## src/rtl/imem_arbiter.sv

```systemverilog
// Two-port arbiter/sequencer in front of the instruction-memory port.
// Define IMEM_ARB_RR_EN for round-robin arbitration; otherwise port 0 has fixed priority.
module imem_arbiter #(
  parameter int INST_WIDTH = 32,
  parameter int ADDR_WIDTH = 32
) (
  input  logic                  clock,
  input  logic                  reset,
  input  logic                  ioReq0_valid,
  output logic                  ioReq0_ready,
  input  logic [ADDR_WIDTH-1:0] ioReq0_pc,
  output logic                  ioResp0_valid,
  output logic [INST_WIDTH-1:0] ioResp0_inst,
  input  logic                  ioReq1_valid,
  output logic                  ioReq1_ready,
  input  logic [ADDR_WIDTH-1:0] ioReq1_pc,
  output logic                  ioResp1_valid,
  output logic [INST_WIDTH-1:0] ioResp1_inst,
  output logic                  ioIMem_valid,
  input  logic                  ioIMem_ready,
  input  logic                  ioIMem_busy,
  output logic [ADDR_WIDTH-1:0] ioIMem_pc,
  input  logic [INST_WIDTH-1:0] ioIMem_inst
);

  localparam logic [1:0] IDLE = 2'd0;
  localparam logic [1:0] MEM  = 2'd1;
  localparam logic [1:0] RESP = 2'd2;

  logic [1:0]            stateReg, stateNext;
  logic [ADDR_WIDTH-1:0] pcReg, pcNext;
  logic                  portReg, portNext;
  logic [INST_WIDTH-1:0] instReg, instNext;
  logic                  grant0, grant1, memDone;

`ifdef IMEM_ARB_RR_EN
  // lastGrantReg holds the id of the most recently granted port.
  logic lastGrantReg, lastGrantNext;

  always_comb begin
    grant0 = ioReq0_valid && (!ioReq1_valid || lastGrantReg);
    grant1 = ioReq1_valid && (!ioReq0_valid || !lastGrantReg);
  end

  always_comb begin
    lastGrantNext = lastGrantReg;
    if (stateReg == IDLE && (grant0 || grant1))
      lastGrantNext = grant1;
  end

  always_ff @(posedge clock) begin
    if (reset)
      lastGrantReg <= 1'b1;
    else
      lastGrantReg <= lastGrantNext;
  end
`else
  always_comb begin
    grant0 = ioReq0_valid;
    grant1 = ioReq1_valid && !ioReq0_valid;
  end
`endif

  // Busy masks ready: a stalled memory never completes.
  assign memDone = ioIMem_ready && !ioIMem_busy;

  always_comb begin
    stateNext = stateReg;
    pcNext    = pcReg;
    portNext  = portReg;
    instNext  = instReg;
    case (stateReg)
      IDLE: begin
        if (grant0 || grant1) begin
          stateNext = MEM;
          portNext  = grant1;
          pcNext    = grant1 ? ioReq1_pc : ioReq0_pc;
        end
      end
      MEM: begin
        if (memDone) begin
          stateNext = RESP;
          instNext  = ioIMem_inst;
        end
      end
      RESP:    stateNext = IDLE;
      default: stateNext = IDLE;
    endcase
  end

  always_ff @(posedge clock) begin
    if (reset) begin
      stateReg <= IDLE;
      pcReg    <= '0;
      portReg  <= 1'b0;
      instReg  <= '0;
    end else begin
      stateReg <= stateNext;
      pcReg    <= pcNext;
      portReg  <= portNext;
      instReg  <= instNext;
    end
  end

  // Outputs are forced to their reset values while reset is high, so a
  // response caught by reset in RESP is never presented.
  always_comb begin
    ioReq0_ready  = !reset && stateReg == IDLE && grant0;
    ioReq1_ready  = !reset && stateReg == IDLE && grant1;
    ioIMem_valid  = !reset && stateReg == MEM;
    ioIMem_pc     = reset ? '0 : pcReg;
    ioResp0_valid = !reset && stateReg == RESP && !portReg;
    ioResp1_valid = !reset && stateReg == RESP && portReg;
    ioResp0_inst  = reset ? '0 : instReg;
    ioResp1_inst  = reset ? '0 : instReg;
  end

endmodule
```

## config.mk

```make
export PLATFORM = sky130hd
export DESIGN_NAME = imem_arbiter
export DESIGN_NICKNAME = d
export VERILOG_FILES = /design/src/rtl/imem_arbiter.sv
export SDC_FILE = /design/constraint.sdc
export NUM_CORES = 1
export LEC_CHECK = 0
export ABC_AREA = 1
export ABC_CLOCK_PERIOD_IN_PS = 1400
export CORE_ASPECT_RATIO = 1.2
export CORE_MARGIN = 5
export CORE_UTILIZATION = 65
export CTS_BUF_LIST = sky130_fd_sc_hd__clkbuf_4
export CTS_CLUSTER_SIZE = 25
export DETAILED_ROUTE_END_ITERATION = 10
export DONT_BUFFER_PORTS = 1
export GPL_ROUTABILITY_DRIVEN = 0
export PLACE_DENSITY = 0.81
export RECOVER_POWER = 25
export SLEW_MARGIN = 20
export SYNTH_ARGS = -nofsm -noshare
export SYNTH_HDL_FRONTEND = slang
export SYNTH_SLANG_ARGS = --single-unit
```

## constraint.sdc

```tcl
create_clock -name clock -period 1.4 [get_ports clock]
set_clock_uncertainty 0.1 [all_clocks]
set_input_delay 0.28 -clock clock [delete_from_list [all_inputs] [get_ports clock]]
set_output_delay 0.28 -clock clock [all_outputs]
set_load 0.01 [all_outputs]
```

==> results of run 1 <==
## stage by stage
stage / setup slack, ns / instances / util [%] / setup TNS (ns) / hold slack, ns
after global routing: -0.245 / 648 / 90.2 / -8.98 / -0.00785
final: -0.205 / 648 / 90.2 / -5.15 / -0.0225
after floorplan: -0.0255 / 537 / - / -0.705 / 0.329
after CTS: -0.182 / 636 / 78.8 / -0.655 / -0.177
after global placement: 0.125 / 550 / 61.9 / 0 / 0.259
after detailed placement: 0.0977 / 550 / 61.9 / 0 / 0.262
## cell families after synthesis
kind of cell    Yosys count
compound gates           36
buf+inv                 131
flops                    67
simple gates            303
## what timing repair did
action	in CTS	in global routing
endpoints found under the hold margin	66	19
endpoints found under the setup margin	13	110
resized for setup	27	120
pin swaps	3	4
buffers inserted	5	1
cloned	0	10
hold buffers	66	1
## how the worst max path moves through the flow
stage                start               end  cells past startpoint  slack (ns)
3_5_place_dp   stateReg[0]          pcReg[4]                      5         0.1
5_1_grt            portReg     ioResp0_valid                      2       -0.25
2_1_floorplan        reset  ioResp1_inst[20]                      6       -0.03
6_report       ioIMem_busy       instReg[15]                      6       -0.20
3_3_place_gp   stateReg[0]         pcReg[18]                      5        0.12
4_1_cts        stateReg[0]     ioResp0_valid                      2       -0.18
## cell usage in the layout, fill, tap and decap left out, types with 2 or more instances in the layout
master	instances
inv_1	56
buf_6	8
dfxtp_1	63
nor2_4	25
a21oi_1	9
a21oi_2	23
o21ai_0	2
clkbuf_16	6
inv_2	13
buf_4	10
clkinv_2	3
dlymetal6s4s_1	2
nor2_2	37
clkbuf_4	11
nand3_1	33
dlygate4sd3_1	64
nand2_1	191
nand2_2	3
nand2_4	2
dfxtp_2	2
nor2_1	7
dfxtp_4	2
buf_12	5
## sequential cells by signal, indices dropped and copies added (netlist names)
signal / count
instReg: 32
pcReg: 32
portReg: 1
stateReg: 2
## metal layers
metal  vias up  GRT usage, %  wire (microns)
met2       271          49.5            6630
met1      1725          29.0            4210
li1       1665             -               -
met4         0          12.1             444
met3        45          6.69            1170
met5         -             0               0
## worst max-delay path, stage by stage
cell,delay [ns]
dlygate4sd3_1,0.57
nor2_1,0.34
nand2_4,0.18
buf_6,0.19
nor2_1,0.15
a21oi_1,0.07
## area by class of cell
type | count | area, sq um
flip-flops and latches | 67 | 1350
fillers | 240 | 512
well taps | 62 | 77.6
clock inverters | 4 | 18.8
inverters | 70 | 265
clock buffers | 11 | 82.6
multi-input cells | 339 | 1840
repair buffers | 95 | 1080
## power by group through the flow
stage               clock (mW)  combinational (mW)  sequential, mW
floorplan                    0               0.538            2.11
global placement             0               0.542            2.12
detailed placement           0               0.554            2.12
CTS                       1.04               0.749            2.08
global route              1.12                1.07            2.10
finish                    1.03               0.994            2.09
==> results.md, run 1 <==
* Row cnt at 29
* TritonCTS clock tree: yes
* Yosys top cell area share at 39.0%
* Clock latency at the later pin of the worst-skew pair at 0.39 ns
* Drt wl/cell at 19.2 microns
* Psw at 1.28 mW
* Total global-route track usage at 26.7%
* Sw frac at 31.0%
* WP data required at 1.59 ns
* Top FF cell, synth: dfxtp_1
* Failing checks: negative hold slack, negative setup slack
* R2r startpoint: stateReg[0]
* Worst path arrival time at 1.79 ns
* Hold_ws at -0.0225 ns
* Core area at 5230 sq um
* Die area at 6850 sq um
* Starting Density at 65.8%
* Grt ovf at 0
* LEAKAGE at 2.36 nW
* Combinational power share at 24.2%
* Seq/Total Area, Yosys at 39.0%
* Crit path kind: input pin to flip-flop
* Cells after Synth at 537
* Synth cell types at 19
* Port Buffers at 0
* Post-synthesis xor/xnor area fraction at 0%
* Top cells by count, synth: nand2_1, dfxtp_1, inv_1, nor2_1
* Min cycle time layout at 1.60 ns
* Fin nets at 684
* Post-Synth Simple-Gate Area at 35.3%
* Synth Register Bits at 67
* Vias at 3706
* Pint at 2.84 mW
* Area delta synth->final at 37.2%
* Fin area at 4710 sq um
* Nature of the critical path endpoint: flip-flop
* Syn nets at 639
* First-pass GRT wire length at 14800 microns
* Slew Viols, Final at 0
* WHS Endpoint: pcReg[1]
* Vias per cell at 5.72
* Crit path max fanout at 6
* Final WS setup at -0.205 ns
* Vias in the first global route at 3199
* Layout cells sized above 1 at 27.0%
* H-tree depth at 3
* Ys async rst share at 0%
* # DRC at 0
* Worst Tran Pin Value at 0.391 ns
* CTS Sinks at 67
* Clk pwr share at 25.1%
* Post-synth EDFFs at 0
* Final Power at 4.12 mW
* Post-DP HPWL at 5660 microns
* Worst VDD drop at 0.674 mV
* Worst rel slew slack at 73.8%
* Worst setup SP type: input pin
* Antenna viol nets, final at 0
* Final setup violation count at 52
* Final critical-path share of the clock period at 115%
* # diodes at 0
* Most numerous cell in the Yosys netlist: nand2_1
* Upper clock frequency limit at 623 MHz
* MaxCap Viol Count at 0
* Min-delay src: reset
* Clock Tree Root: clkbuf_4
* Iter 0 DRT Violations at 271
* Synthesized area at 3440 sq um
* Area post-placement at 3230 sq um
* DR pass1 iterations at 5
* Worst hold path cell count at 3
* Reg power frac at 50.8%
* Mux contribution to synthesized area at 0%
* WL final at 12500 microns
* I/O pins at 203
* Syn avg cell area at 6.40 sq um
* Maximum clock path buffer count at 2
* Status: finished with violations
* Die H at 89.6 microns
* Synth warn at 0
* Largest family of logic cells by synthesized area: simple AND/OR/NAND/NOR gates
* RSZ-0062 raised after global routing: yes
* Clock-pin slew on the worst setup and hold paths at 0.11 ns
* Hold Crit Class: input pin to flip-flop
* Largest net degree at the start of global routing at 38
* R2r endpoint: instReg[15]
* Reg2Reg Setup Slack at -0.20 ns
* Synth Area in Compound Gates at 5.57%
* Inserted Clock Buffers at 9
* R2R cell count at 8
* Pwr/cell area at 873 nW/um^2
* Die width at 76.4 microns
* Post-synth top area cell: dfxtp_1
* Final Hold Vio Count at 7
* Largest cells by area after synthesis: dfxtp_1, nand2_1, inv_1
* Post-Synth Adder-Cell Area at 0%
* Initial antenna violation count at 0
No activity file was read; power rests on OpenSTA's default activity.
==> run 2, diff against run 1 <==
--- a/config.mk
+++ b/config.mk
@@ -7,15 +7,17 @@
 export LEC_CHECK = 0
 export ABC_AREA = 1
 export ABC_CLOCK_PERIOD_IN_PS = 1400
+export CAP_MARGIN = 5
 export CORE_ASPECT_RATIO = 1.2
 export CORE_MARGIN = 5
-export CORE_UTILIZATION = 65
+export CORE_UTILIZATION = 60
 export CTS_BUF_LIST = sky130_fd_sc_hd__clkbuf_4
 export CTS_CLUSTER_SIZE = 25
 export DETAILED_ROUTE_END_ITERATION = 10
 export DONT_BUFFER_PORTS = 1
 export GPL_ROUTABILITY_DRIVEN = 0
-export PLACE_DENSITY = 0.81
+export GPL_TIMING_DRIVEN = 0
+export PLACE_DENSITY = 0.76
 export RECOVER_POWER = 25
 export SLEW_MARGIN = 20
 export SYNTH_ARGS = -nofsm -noshare
==> results.md, run 2 (same netlist as run 1, synthesis figures left out) <==
* Status: finished with violations (unchanged)
* Failing checks: negative setup slack (was negative hold slack, negative setup slack)
* Setup TNS at -5.71 ns (was -5.15 ns)
* Area post-placement at 3520 sq um (was 3230 sq um)
* WL final at 14500 microns (was 12500 microns)
* Maximum clock path buffer count at 2 (unchanged)
* TritonCTS clock tree: yes (unchanged)
* Die H at 92.9 microns (was 89.6 microns)
* Die area at 7350 sq um (was 6850 sq um)
* Vias per cell at 5.72 (about the same)
* Initial antenna violation count at 0 (unchanged)
* Iter 0 DRT Violations at 336 (was 271)
* Port Buffers at 0 (unchanged)
* Clock Tree Root: clkbuf_4 (unchanged)
* Clock latency at the later pin of the worst-skew pair at 0.41 ns (was 0.39 ns)
* Total global-route track usage at 29.9% (was 26.7%)
* Worst rel slew slack at 72.4% (was 73.8%)
* CTS Sinks at 67 (unchanged)
* Nature of the critical path endpoint: output pin (was flip-flop)
* Starting Density at 61.0% (was 65.8%)
* Worst setup SP type: flip-flop (was input pin)
* Inserted Clock Buffers at 9 (unchanged)
* Upper clock frequency limit at 597 MHz (was 623 MHz)
* LEAKAGE at 2.62 nW (was 2.36 nW)
* Final setup violation count at 82 (was 52)
* Clock-pin slew on the worst setup and hold paths at 0.11 ns (about the same)
* Antenna viol nets, final at 0 (unchanged)
* # DRC at 0 (unchanged)
* Vias in the first global route at 3546 (was 3199)
* Crit path kind: flip-flop to output pin (was input pin to flip-flop)
* Worst path arrival time at 1.30 ns (was 1.79 ns)
* Grt ovf at 0 (unchanged)
* Most frequent cells in the layout: nand2_1, dlygate4sd3_1, buf_6 (was nand2_1, dlygate4sd3_1, dfxtp_1)
* Fillers at 234 (was 240)
* Hold_ws at 0.00132 ns (was -0.0225 ns)
* Drt wl/cell at 20.2 microns (was 19.2 microns)
* Final WS setup at -0.275 ns (was -0.205 ns)
* Slew Viols, Final at 0 (unchanged)
* Fin nets at 749 (was 684)
* WP data required at 1.02 ns (was 1.59 ns)
* Final Hold Vio Count at 0 (was 7)
* Core area at 5630 sq um (was 5230 sq um)
* MaxCap Viol Count at 0 (unchanged)
* Largest regs: instReg: 32 flops, pcReg: 32 flops, stateReg: 2 flops (unchanged)
* First-pass GRT wire length at 17200 microns (was 14800 microns)
* Die width at 79.1 microns (was 76.4 microns)
* Area delta synth->final at 49.9% (was 37.2%)
* Worst Tran Pin Value at 0.411 ns (was 0.391 ns)
* Row cnt at 30 (was 29)
* Crit path max fanout at 3 (was 6)
* H-tree depth at 3 (unchanged)
* RSZ-0062 raised after global routing: yes (unchanged)
* I/O pins at 203 (unchanged)
* Hold Crit Class: input pin to flip-flop (unchanged)
* Util after Layout at 91.5% (was 90.2%)
* Pwr/cell area at 870 nW/um^2 (was 873 nW/um^2)
* Vias at 4101 (was 3706)
* Final critical-path share of the clock period at 120% (was 115%)
* Most common cell after layout, fill and taps aside: nand2_1 (unchanged)
* Worst VDD drop at 0.820 mV (was 0.674 mV)
* Largest net degree at the start of global routing at 12 (was 38)
* Layout cells sized above 1 at 39.7% (was 27.0%)
* Fin area at 5150 sq um (was 4710 sq um)
* DR pass1 iterations at 6 (was 5)
* Min cycle time layout at 1.68 ns (was 1.60 ns)
* Post-DP HPWL at 6730 microns (was 5660 microns)
==> run 2: what timing repair did <==
action	4_1_cts	5_1_grt
pin swaps	9	21
hold buffers	76	0
setup buffers	3	23
gates resized for setup	112	139
gates cloned	0	3
setup endpoints to repair	78	97
hold endpoints to repair	65	0
==> run 2: final timing paths <==
kind / from / to / slack [ns] / depth (start not counted)
worst max-delay path: stateReg[1] / ioResp0_valid / -0.28 / 2
worst min register to register: instReg[9] / instReg[9] / 0.41 / 2
worst min-delay path: ioReq1_pc[19] / pcReg[19] / 0.001 / 4
worst max register to register: stateReg[1] / instReg[17] / -0.20 / 5
==> run 2: area by class of cell <==
type / count / area (sq um) / area share, %
multi-input combinational: 339 / 1680 / 32.6
sequential: 67 / 1390 / 26.9
timing repair buffer: 99 / 952 / 18.5
buffer: 61 / 617 / 12.0
inverter: 70 / 305 / 5.93
tap: 64 / 80.1 / 1.55
clock buffer: 9 / 67.6 / 1.31
clock inverter: 7 / 58.8 / 1.14
antenna: 1 / 2.50 / 0.0486
==> run 2: critical path: stages, from the launching register on <==
cell and delay (ns):
dfxtp_4 0.41, inv_4 0.05, nor4_4 0.42
==> run 2: report_power, final <==
group | leakage (nW) | internal, mW | switching (mW) | total, mW
logic | 1.98 | 0.491 | 0.634 | 1.12
registers | 0.564 | 2.05 | 0.0689 | 2.12
clock network | 0.0682 | 0.521 | 0.718 | 1.24
==> run 2: metal layers <==
layer	up-vias	global-route usage, %	wire length, microns	part of all wire (%)
li1	1804	-	-	-
met1	1868	30.8	4720	33
met2	345	55.8	7290	50
met3	84	7.49	1710	12
met4	0	13.3	799	5.5
met5	-	0	0	0
==> run 2: per-stage QoR <==
stage	power, mW	worst slack [ns]	cells
after global placement	2.76	-0.331	601
final	4.48	-0.275	717
after floorplan	2.65	-0.0255	537
after CTS	4.22	-0.247	696
after global routing	4.66	-0.313	716
after detailed placement	2.78	-0.357	601
